[src/rtl/ldst_mmio_bridge.sv]
// ---------------------------------------------------------------------------
// ldst_mmio_bridge
//
// Sits behind the CPU load/store port. It steers each access either to the
// external data RAM or to a small bank of on-chip MMIO registers. Both targets
// return read data with a fixed one-cycle latency, so the CPU never stalls.
//
// MMIO window: addr[15:8] == MMIO_BASE[15:8]. Register offsets (addr[7:0]):
//   00 LEDR      rw  drives o_ledr
//   02 HEX       rw  drives o_hex (four display nibbles)
//   04 SW        ro  two-flop synchronised i_sw, zero-extended
//   06 CYCLE     r   free-running counter; any write clears it
//   08 TMR_LOAD  w   loads countdown timer; read returns the current count
//   0A TMR_STAT  r   bit0 = expired flag; writing bit0=1 clears the flag
//   0C BUSERR    r   bit0 = o_bus_err (only when MMIO_BUSERR_EN is defined)
// Any other offset reads 0 and ignores writes.
//
// Optional feature macro: MMIO_BUSERR_EN
//   defined   : unmapped MMIO accesses set the sticky o_bus_err flag
//   undefined : o_bus_err is tied low and offset 0C is unmapped
//
// Ports
//   clk, reset            clock; asynchronous active-low reset
//   i_ldst_addr/rd/wr     CPU access (single-cycle strobes)
//   i_ldst_wrdata         CPU write data
//   o_ldst_rddata         read data, valid the cycle after an accepted read
//   o_mem_addr/rd/wr      RAM control (combinational)
//   o_mem_wrdata          RAM write data (pass-through)
//   i_mem_rddata          RAM read data, one cycle after o_mem_rd
//   i_sw                  asynchronous switches
//   o_ledr, o_hex         LED and HEX registers
//   o_tmr_irq             sticky timer-expired flag
//   o_bus_err             sticky unmapped-access flag
// ---------------------------------------------------------------------------
module ldst_mmio_bridge #(
    parameter logic [15:0] MMIO_BASE = 16'hA000,
    parameter int          LED_W     = 10,
    parameter int          SW_W      = 10
) (
    input  logic             clk,
    input  logic             reset,
    input  logic [15:0]      i_ldst_addr,
    input  logic             i_ldst_rd,
    input  logic             i_ldst_wr,
    input  logic [15:0]      i_ldst_wrdata,
    output logic [15:0]      o_ldst_rddata,
    output logic [15:0]      o_mem_addr,
    output logic             o_mem_rd,
    output logic             o_mem_wr,
    output logic [15:0]      o_mem_wrdata,
    input  logic [15:0]      i_mem_rddata,
    input  logic [SW_W-1:0]  i_sw,
    output logic [LED_W-1:0] o_ledr,
    output logic [15:0]      o_hex,
    output logic             o_tmr_irq,
    output logic             o_bus_err
);

    localparam logic [7:0] OFF_LEDR  = 8'h00;
    localparam logic [7:0] OFF_HEX   = 8'h02;
    localparam logic [7:0] OFF_SW    = 8'h04;
    localparam logic [7:0] OFF_CYCLE = 8'h06;
    localparam logic [7:0] OFF_TLOAD = 8'h08;
    localparam logic [7:0] OFF_TSTAT = 8'h0A;
`ifdef MMIO_BUSERR_EN
    localparam logic [7:0] OFF_BERR  = 8'h0C;
`endif

    typedef enum logic {
        TMR_IDLE = 1'b0,
        TMR_RUN  = 1'b1
    } tmr_state_t;

    logic             mmio_hit;
    logic [7:0]       offset;
    logic             mmio_wr;
    logic             rd_accept;
    logic [15:0]      mmio_rdval;

    logic [LED_W-1:0] led_q;
    logic [15:0]      hex_q;
    logic [SW_W-1:0]  sw_meta;
    logic [SW_W-1:0]  sw_sync;
    logic [15:0]      cycle_q;

    tmr_state_t       tmr_state_q, tmr_state_d;
    logic [15:0]      tmr_q, tmr_d;
    logic             irq_q, irq_d;
    logic             tmr_load;
    logic             stat_clr;

    logic             rd_valid_q;
    logic             src_sel_q;
    logic [15:0]      mmio_q;
    logic [15:0]      rddata_hold_q;

    assign mmio_hit  = (i_ldst_addr[15:8] == MMIO_BASE[15:8]);
    assign offset    = i_ldst_addr[7:0];
    assign mmio_wr   = i_ldst_wr & mmio_hit;
    // A simultaneous write takes priority and the read is dropped.
    assign rd_accept = i_ldst_rd & ~i_ldst_wr;

    assign o_mem_addr   = i_ldst_addr;
    assign o_mem_wrdata = i_ldst_wrdata;
    assign o_mem_rd     = i_ldst_rd & ~mmio_hit & ~i_ldst_wr;
    assign o_mem_wr     = i_ldst_wr & ~mmio_hit;

    assign tmr_load = mmio_wr && (offset == OFF_TLOAD);
    assign stat_clr = mmio_wr && (offset == OFF_TSTAT) && i_ldst_wrdata[0];

    // MMIO read mux. CYCLE returns the value the counter holds in the cycle
    // the data is presented, so a read right after a clearing write sees 1.
    always_comb begin
        mmio_rdval = 16'h0000;
        case (offset)
            OFF_LEDR:  mmio_rdval = 16'(led_q);
            OFF_HEX:   mmio_rdval = hex_q;
            OFF_SW:    mmio_rdval = 16'(sw_sync);
            OFF_CYCLE: mmio_rdval = cycle_q + 16'd1;
            OFF_TLOAD: mmio_rdval = tmr_q;
            OFF_TSTAT: mmio_rdval = {15'b0, irq_q};
`ifdef MMIO_BUSERR_EN
            OFF_BERR:  mmio_rdval = {15'b0, o_bus_err};
`endif
            default:   mmio_rdval = 16'h0000;
        endcase
    end

    // Writable display registers and the switch synchroniser.
    always_ff @(posedge clk or negedge reset) begin
        if (!reset) begin
            led_q   <= '0;
            hex_q   <= '0;
            sw_meta <= '0;
            sw_sync <= '0;
        end else begin
            sw_meta <= i_sw;
            sw_sync <= sw_meta;
            if (mmio_wr && (offset == OFF_LEDR))
                led_q <= i_ldst_wrdata[LED_W-1:0];
            if (mmio_wr && (offset == OFF_HEX))
                hex_q <= i_ldst_wrdata;
        end
    end

    // Free-running cycle counter; a write in the same cycle wins over the
    // increment.
    always_ff @(posedge clk or negedge reset) begin
        if (!reset)
            cycle_q <= '0;
        else if (mmio_wr && (offset == OFF_CYCLE))
            cycle_q <= '0;
        else
            cycle_q <= cycle_q + 16'd1;
    end

    // Countdown timer. A load always wins, so a load landing on the 1->0
    // step restarts the timer without raising the flag. Expiry beats a
    // same-cycle STAT clear because the set is applied last.
    always_comb begin
        tmr_state_d = tmr_state_q;
        tmr_d       = tmr_q;
        irq_d       = irq_q;
        if (stat_clr)
            irq_d = 1'b0;
        if (tmr_load) begin
            tmr_d       = i_ldst_wrdata;
            tmr_state_d = (i_ldst_wrdata != 16'h0000) ? TMR_RUN : TMR_IDLE;
        end else if (tmr_state_q == TMR_RUN) begin
            tmr_d = tmr_q - 16'd1;
            if (tmr_q == 16'd1) begin
                tmr_state_d = TMR_IDLE;
                irq_d       = 1'b1;
            end
        end
    end

    always_ff @(posedge clk or negedge reset) begin
        if (!reset) begin
            tmr_state_q <= TMR_IDLE;
            tmr_q       <= '0;
            irq_q       <= 1'b0;
        end else begin
            tmr_state_q <= tmr_state_d;
            tmr_q       <= tmr_d;
            irq_q       <= irq_d;
        end
    end

    // Read pipeline: capture source and MMIO value on the accepted read,
    // present them next cycle, otherwise keep showing the last value.
    always_ff @(posedge clk or negedge reset) begin
        if (!reset) begin
            rd_valid_q    <= 1'b0;
            src_sel_q     <= 1'b0;
            mmio_q        <= '0;
            rddata_hold_q <= '0;
        end else begin
            rd_valid_q    <= rd_accept;
            rddata_hold_q <= o_ldst_rddata;
            if (rd_accept) begin
                src_sel_q <= mmio_hit;
                mmio_q    <= mmio_rdval;
            end
        end
    end

    assign o_ldst_rddata = rd_valid_q ? (src_sel_q ? mmio_q : i_mem_rddata)
                                      : rddata_hold_q;

`ifdef MMIO_BUSERR_EN
    logic offset_mapped;
    logic bus_err_q;

    assign offset_mapped = offset inside {OFF_LEDR, OFF_HEX, OFF_SW, OFF_CYCLE,
                                          OFF_TLOAD, OFF_TSTAT, OFF_BERR};

    // Sticky until reset; any read or write to a hole in the window sets it.
    always_ff @(posedge clk or negedge reset) begin
        if (!reset)
            bus_err_q <= 1'b0;
        else if (mmio_hit && (i_ldst_rd || i_ldst_wr) && !offset_mapped)
            bus_err_q <= 1'b1;
    end

    assign o_bus_err = bus_err_q;
`else
    assign o_bus_err = 1'b0;
`endif

    assign o_ledr    = led_q;
    assign o_hex     = hex_q;
    assign o_tmr_irq = irq_q;

endmodule
[config.mk]
export PLATFORM = sky130hd
export DESIGN_NAME = ldst_mmio_bridge
export DESIGN_NICKNAME = d
export VERILOG_FILES = /design/src/rtl/ldst_mmio_bridge.sv
export SDC_FILE = /design/constraint.sdc
export NUM_CORES = 1
export LEC_CHECK = 0
export ABC_CLOCK_PERIOD_IN_PS = 2600
export CORE_AREA = 2 2 120 122
export CTS_BUF_LIST = sky130_fd_sc_hd__clkbuf_4 sky130_fd_sc_hd__clkbuf_8
export DETAILED_ROUTE_END_ITERATION = 10
export DIE_AREA = 0 0 122 124
export DONT_BUFFER_PORTS = 1
export PLACE_DENSITY = 0.51
export SLEW_MARGIN = 40
export SYNTH_ARGS = -nofsm -noshare
export SYNTH_HDL_FRONTEND = slang
export SYNTH_SLANG_ARGS = --single-unit
[constraint.sdc]
create_clock -name clk -period 2.6 [get_ports clk]
set_clock_uncertainty 0.05 [all_clocks]
set_input_delay 0.39 -clock clk [delete_from_list [all_inputs] [get_ports clk]]
set_output_delay 0.39 -clock clk [all_outputs]
set_load 0.005 [all_outputs]
== Yosys cells after proc, flatten, opt, wreduce, memory -nomap -nowiden ==
Index checks and enable logic that the tools add are counted.
W data, S select, Z words.

* Flip-flop bits (word level): 114
* Word-level logic and storage cells: 51
* Input port bits: 62
* Output and inout bits: 78

* Eq/ne operators: 7
* Mux-type cells: 14
* Add/subtract/negate cells: 2
* Reduce and logical (&&, ||, !) cells: 9
* Bitwise gates (word level): 7

{| class="wikitable"
|+ Operators with widths
! cell !! count
|-
| $pmux W16 S6 || 1
|-
| $mux W16 || 5
|-
| $add A16 B1 Y16 const B || 1
|-
| $eq A16 B1 Y1 const B || 1
|-
| $eq A8 B3 Y1 const B || 2
|-
| $eq A8 B4 Y1 const B || 2
|-
| $reduce_bool A16 Y1 || 1
|-
| $sub A16 B1 Y16 const B || 1
|-
| $eq A8 B2 Y1 const B || 1
|-
| $eq A8 B8 Y1 const B || 1
|-
| $logic_not A8 Y1 || 1
|-
| $mux W1 || 8
|-
| $logic_and A1 B1 Y1 || 6
|-
| $and A1 B1 Y1 || 5
|-
| $not A1 Y1 || 2
|-
| $reduce_bool A2 Y1 || 1
|}

== Longest topological paths before layout ==
* Word-level depth: 8
* Depth in mapped cells: 7
* Gate-level depth less buffers: 7

== Worst setup path after synthesis ==
Ideal clock, no wire load.

* Kind: input to register
* Start point: input i_ldst_addr[5]
* End point: register led_q[0] (netlist: o_ledr[0])
* Stages on the path: 5
* Required time: 2.425 ns
* Path slack: 0.247 ns
* Path buffers: 1
* Arrival time: 2.178 ns
* Cells stage by stage: or4_4 buf_6 or3_4 nor4_4 mux2_2

* Word-level cells in the longest chain between the ends: 2

{| class="wikitable"
|+ RTL lines
! item !! RTL line !! source
|-
| start, declared || 42 || <nowiki>input logic [15:0] i_ldst_addr,</nowiki>
|-
| $logic_not A8 Y1 || 139 || <nowiki>if (mmio_wr && (offset == OFF_LEDR))</nowiki>
|-
| $logic_and A1 B1 Y1 || 139 ||
|-
| end signal, assigned || 140 || <nowiki>led_q <= i_ldst_wrdata[LED_W-1:0];</nowiki>
|-
| end, declared || 80 || <nowiki>logic [LED_W-1:0] led_q;</nowiki>
|}

No other way between the ends.
A chain may end at the register's enable or synchronous reset.

== Worst setup path in the final report ==
* Start point: register tmr_q[8]
* End point: register tmr_q[14]

* Word-level cells in the longest chain between the ends: 3

{| class="wikitable"
|+ RTL lines
! item !! RTL line !! source
|-
| start, declared || 87 || <nowiki>logic [15:0] tmr_q, tmr_d;</nowiki>
|-
| start signal, assigned || 185 || <nowiki>tmr_q <= tmr_d;</nowiki>
|-
| $sub A16 B1 Y16 || 170 || <nowiki>tmr_d = tmr_q - 16'd1;</nowiki>
|-
| $mux W16 || 169 || <nowiki>end else if (tmr_state_q == TMR_RUN) begin</nowiki>
|-
| $mux W16 || 166 || <nowiki>if (tmr_load) begin</nowiki>
|}

No other way between the ends. The select of a mux whose other input is x is not followed.

==> results.md <==
* Status: complete, but fails checks
* Failing checks: hold timing
* Total Routing Usage GR at 20.6%
* Net Count, Synth at 586
* Setup Fix Bufs, Post-CTS at 0
* CTS tree: yes
* Setup crit start kind: flip-flop
* Setup-violating endpoint count in the final report at 0
* Yosys cell types at 57
* Initial Utilization at 39.9%
* Number of flops mapped to enable cells by yosys at 0
* DR iter-0 viols at 212
* GRT overflow at 0
* Worst reg2reg setup slack at 0.60 ns
* Max Buffers Root-to-Sink at 2
* Period utilization at 77.0%
* DRT antenna net count at 0
* Slew @ Worst Pin at 0.735 ns
* CP max FO at 6
* Slew Limit Fails at 0
* Vias at 3834
* Fmax at 500 MHz
* Clk slew on worst S/H paths at 0.07 ns
* R2r startpoint: tmr_q[8]
* # IOs at 140
* Vias per std cell at 5.42
* First-pass iteration count of the detailed router at 4
* Worst-Skew Late Latency at 0.43 ns
* Largest net degree at the start of global routing at 115
* H-tree depth at 4
* RSZ-0062 raised after global routing: no
* Syn avg cell area at 10.5 sq um
* Max-slew headroom at 50.9%
* Cell Rows at 43
* Residual DRC count at 0
* Worst min-delay path category: in -> async
* Data required, critical path at 2.85 ns
* TritonCTS buffer count at 17
* Async SR Flop Fraction at 100%
* Lkg Pwr at 2.40 nW
* Critical Path End Type: flip-flop
* Worst hold slack at -0.388 ns
* Worst R2R Path Depth at 5
* Kind of critical path: reg -> reg
* Warnings, synthesis at 0
* Yosys top cell by area: dfrtp_1
* Critical Path AT at 2.25 ns
* Post-Syn Instances at 521
* Horiz. Die Dim at 122 um
* Vias in the first global route at 3897
* Largest cells by area after synthesis: dfrtp_1 52%, mux2_2 5.3%, buf_4 4.5%, mux2i_1 3.8%, nand2_1 3.6%
* Max-cap violation count at 0
* Buffers on Ports at 0
* DRT Wirelength at 14900 um
* Mapped cell area at 5480 sq um
* Setup TNS Final at 0 ns
* Post-DP HPWL at 10600 um
* Share of the synthesized area in the top cell type at 52.1%
* Die area at 15100 sq um
* Clock root cell: clkbuf_8
* Top_reg_cell synth: dfrtp_1
* PwrDens at 691 nW/um^2
* Diode count at 0
* First-pass GRT wire length at 22700 um
* Clock sinks at 114
* Routability cong. at 0.787
* VDD IR-drop max at 0.573 mV
* Initial antenna violation count at 0
* Area of the core at 13700 sq um
* Die Height at 124 um
* Reg2Reg Capture Point: tmr_q[14]
* Seq cells post-synth at 114
* Layout cells sized above 1 at 14.6%
* Final Hold Viols at 114
* P&R area growth vs syn at 11.5%
* Hold-fix buffers, CTS at 23
* Register area share after synthesis at 52.1%
* Routed wire per std cell at 21.0 um
* Nets at 580
* Min cycle time layout at 2.00 ns
* Post-cts sizing count at 0
layout by cell type, fill, tap and decap left out, types with 2 or more instances in the layout:
cell type      count
a211oi_1           3
a21oi_1           27
a22oi_1            9
a31oi_1            3
and2_1             3
and3_1             3
buf_4              9
bufinv_16          4
clkbuf_4           2
clkbuf_8          20
clkinv_2           4
clkinvlp_4         2
dfrtp_1          113
dlygate4sd3_1     23
ha_1               3
inv_1              6
mux2_2            26
mux2i_1           21
nand2_1           52
nand3_1           11
nand4_1            6
nor2_1            45
nor2b_1            7
nor3_1             9
nor3b_1            6
nor4_1            11
nor4_4             2
o211ai_1           2
o21ai_0           28
o221ai_1           6
o22ai_1            2
o2bb2ai_1          2
o31ai_1            5
or4_1              2
xnor2_1           15
xor2_1            13
kinds of logic (layout without fill, tap and decap cells):
kind of cell    count (synthesis)  after routing  synth area share [%]
compound gates                 96             96                  11.1
xor+xnor                       28             28                  4.48
fa+ha+maj                       3              3                 0.686
buf+inv                        63             70                  6.79
flops                         114            114                  52.1
mux                            47             47                  9.19
other cells                     1              1                0.0685
simple gates                  169            169                  15.6
per-stage QoR:
step / utilization [%] / cell area, sq um / instances / setup slack, ns / power (mW)
6_report: 44.5 / 6100 / 708 / 0.598 / 4.22
5_1_grt: 44.5 / 6100 / 708 / 0.390 / 4.41
4_1_cts: 44.5 / 6100 / 708 / 0.229 / 4.27
3_5_place_dp: 39.6 / 5430 / 653 / 0.231 / 2.38
3_3_place_gp: 39.6 / 5430 / 653 / 0.219 / 2.37
2_1_floorplan: - / 5480 / 521 / 0.247 / 2.34
worst max path at each step:
stage                              start          endpoint
final                           tmr_q[8]         tmr_q[14]
after global routing          cycle_q[2]         mmio_q[9]
after CTS                      src_sel_q  o_ldst_rddata[2]
after detailed placement  i_ldst_addr[5]        mmio_q[12]
after global placement    i_ldst_addr[5]        mmio_q[12]
after floorplan           i_ldst_addr[5]         o_ledr[0]
layout make-up:
class	count	area [sq um]
Fill cell	1301	7610
Sequential cell	114	2850
Multi-Input combinational cell	344	2260
Timing Repair Buffer	32	298
Clock buffer	22	290
Tap cell	180	225
Clock inverter	10	155
Inverter	6	22.5
routing by layer:
layer	global-route usage [%]	wire length (um)	vias to the layer above	part of all wire, %
met5	0	0	-	0
met4	7.54	162	0	1.1
met3	7.69	1170	15	7.9
met2	32.5	6930	142	47
met1	25.8	6580	1864	44
li1	-	-	1813	-
critical path, cell delays in order (launching register included):
cell and delay [ns]:
dfrtp_1 0.45, or4_1 0.60, or4_1 0.42, nor2_1 0.14
xnor2_1 0.13, o21ai_0 0.09
sequential cells by signal, summed over array words and instances (netlist names):
register	flops
src_sel_q	1
sw_meta	10
mmio_q	16
cycle_q	16
tmr_q	16
rd_valid_q	1
tmr_state_q	1
o_hex	16
rddata_hold_q	16
o_ledr	10
o_tmr_irq	1
sw_sync	10
cell usage after synthesis, types with 2 or more instances:
cell,number
dfrtp_1,114
nand2_1,52
nor2_1,45
buf_4,33
o21ai_0,28
a21oi_1,27
mux2_2,26
mux2i_1,21
clkbuf_1,17
xnor2_1,15
xor2_1,13
nand3_1,11
nor4_1,11
a22oi_1,9
nor3_1,9
nor2b_1,7
inv_1,6
nand4_1,6
nor3b_1,6
o221ai_1,6
o31ai_1,5
a211oi_1,3
a31oi_1,3
and2_1,3
and3_1,3
buf_1,3
buf_2,3
ha_1,3
o211ai_1,2
o22ai_1,2
o2bb2ai_1,2
or4_1,2
power breakdown:
part | internal, mW | leakage, nW | switching, mW
clock network | 1.14 | 0.225 | 0.698
registers | 1.91 | 1.37 | 0.121
logic | 0.166 | 0.805 | 0.191
total | 3.21 | 2.40 | 1.01
No activity file was read; power rests on OpenSTA's default activity.
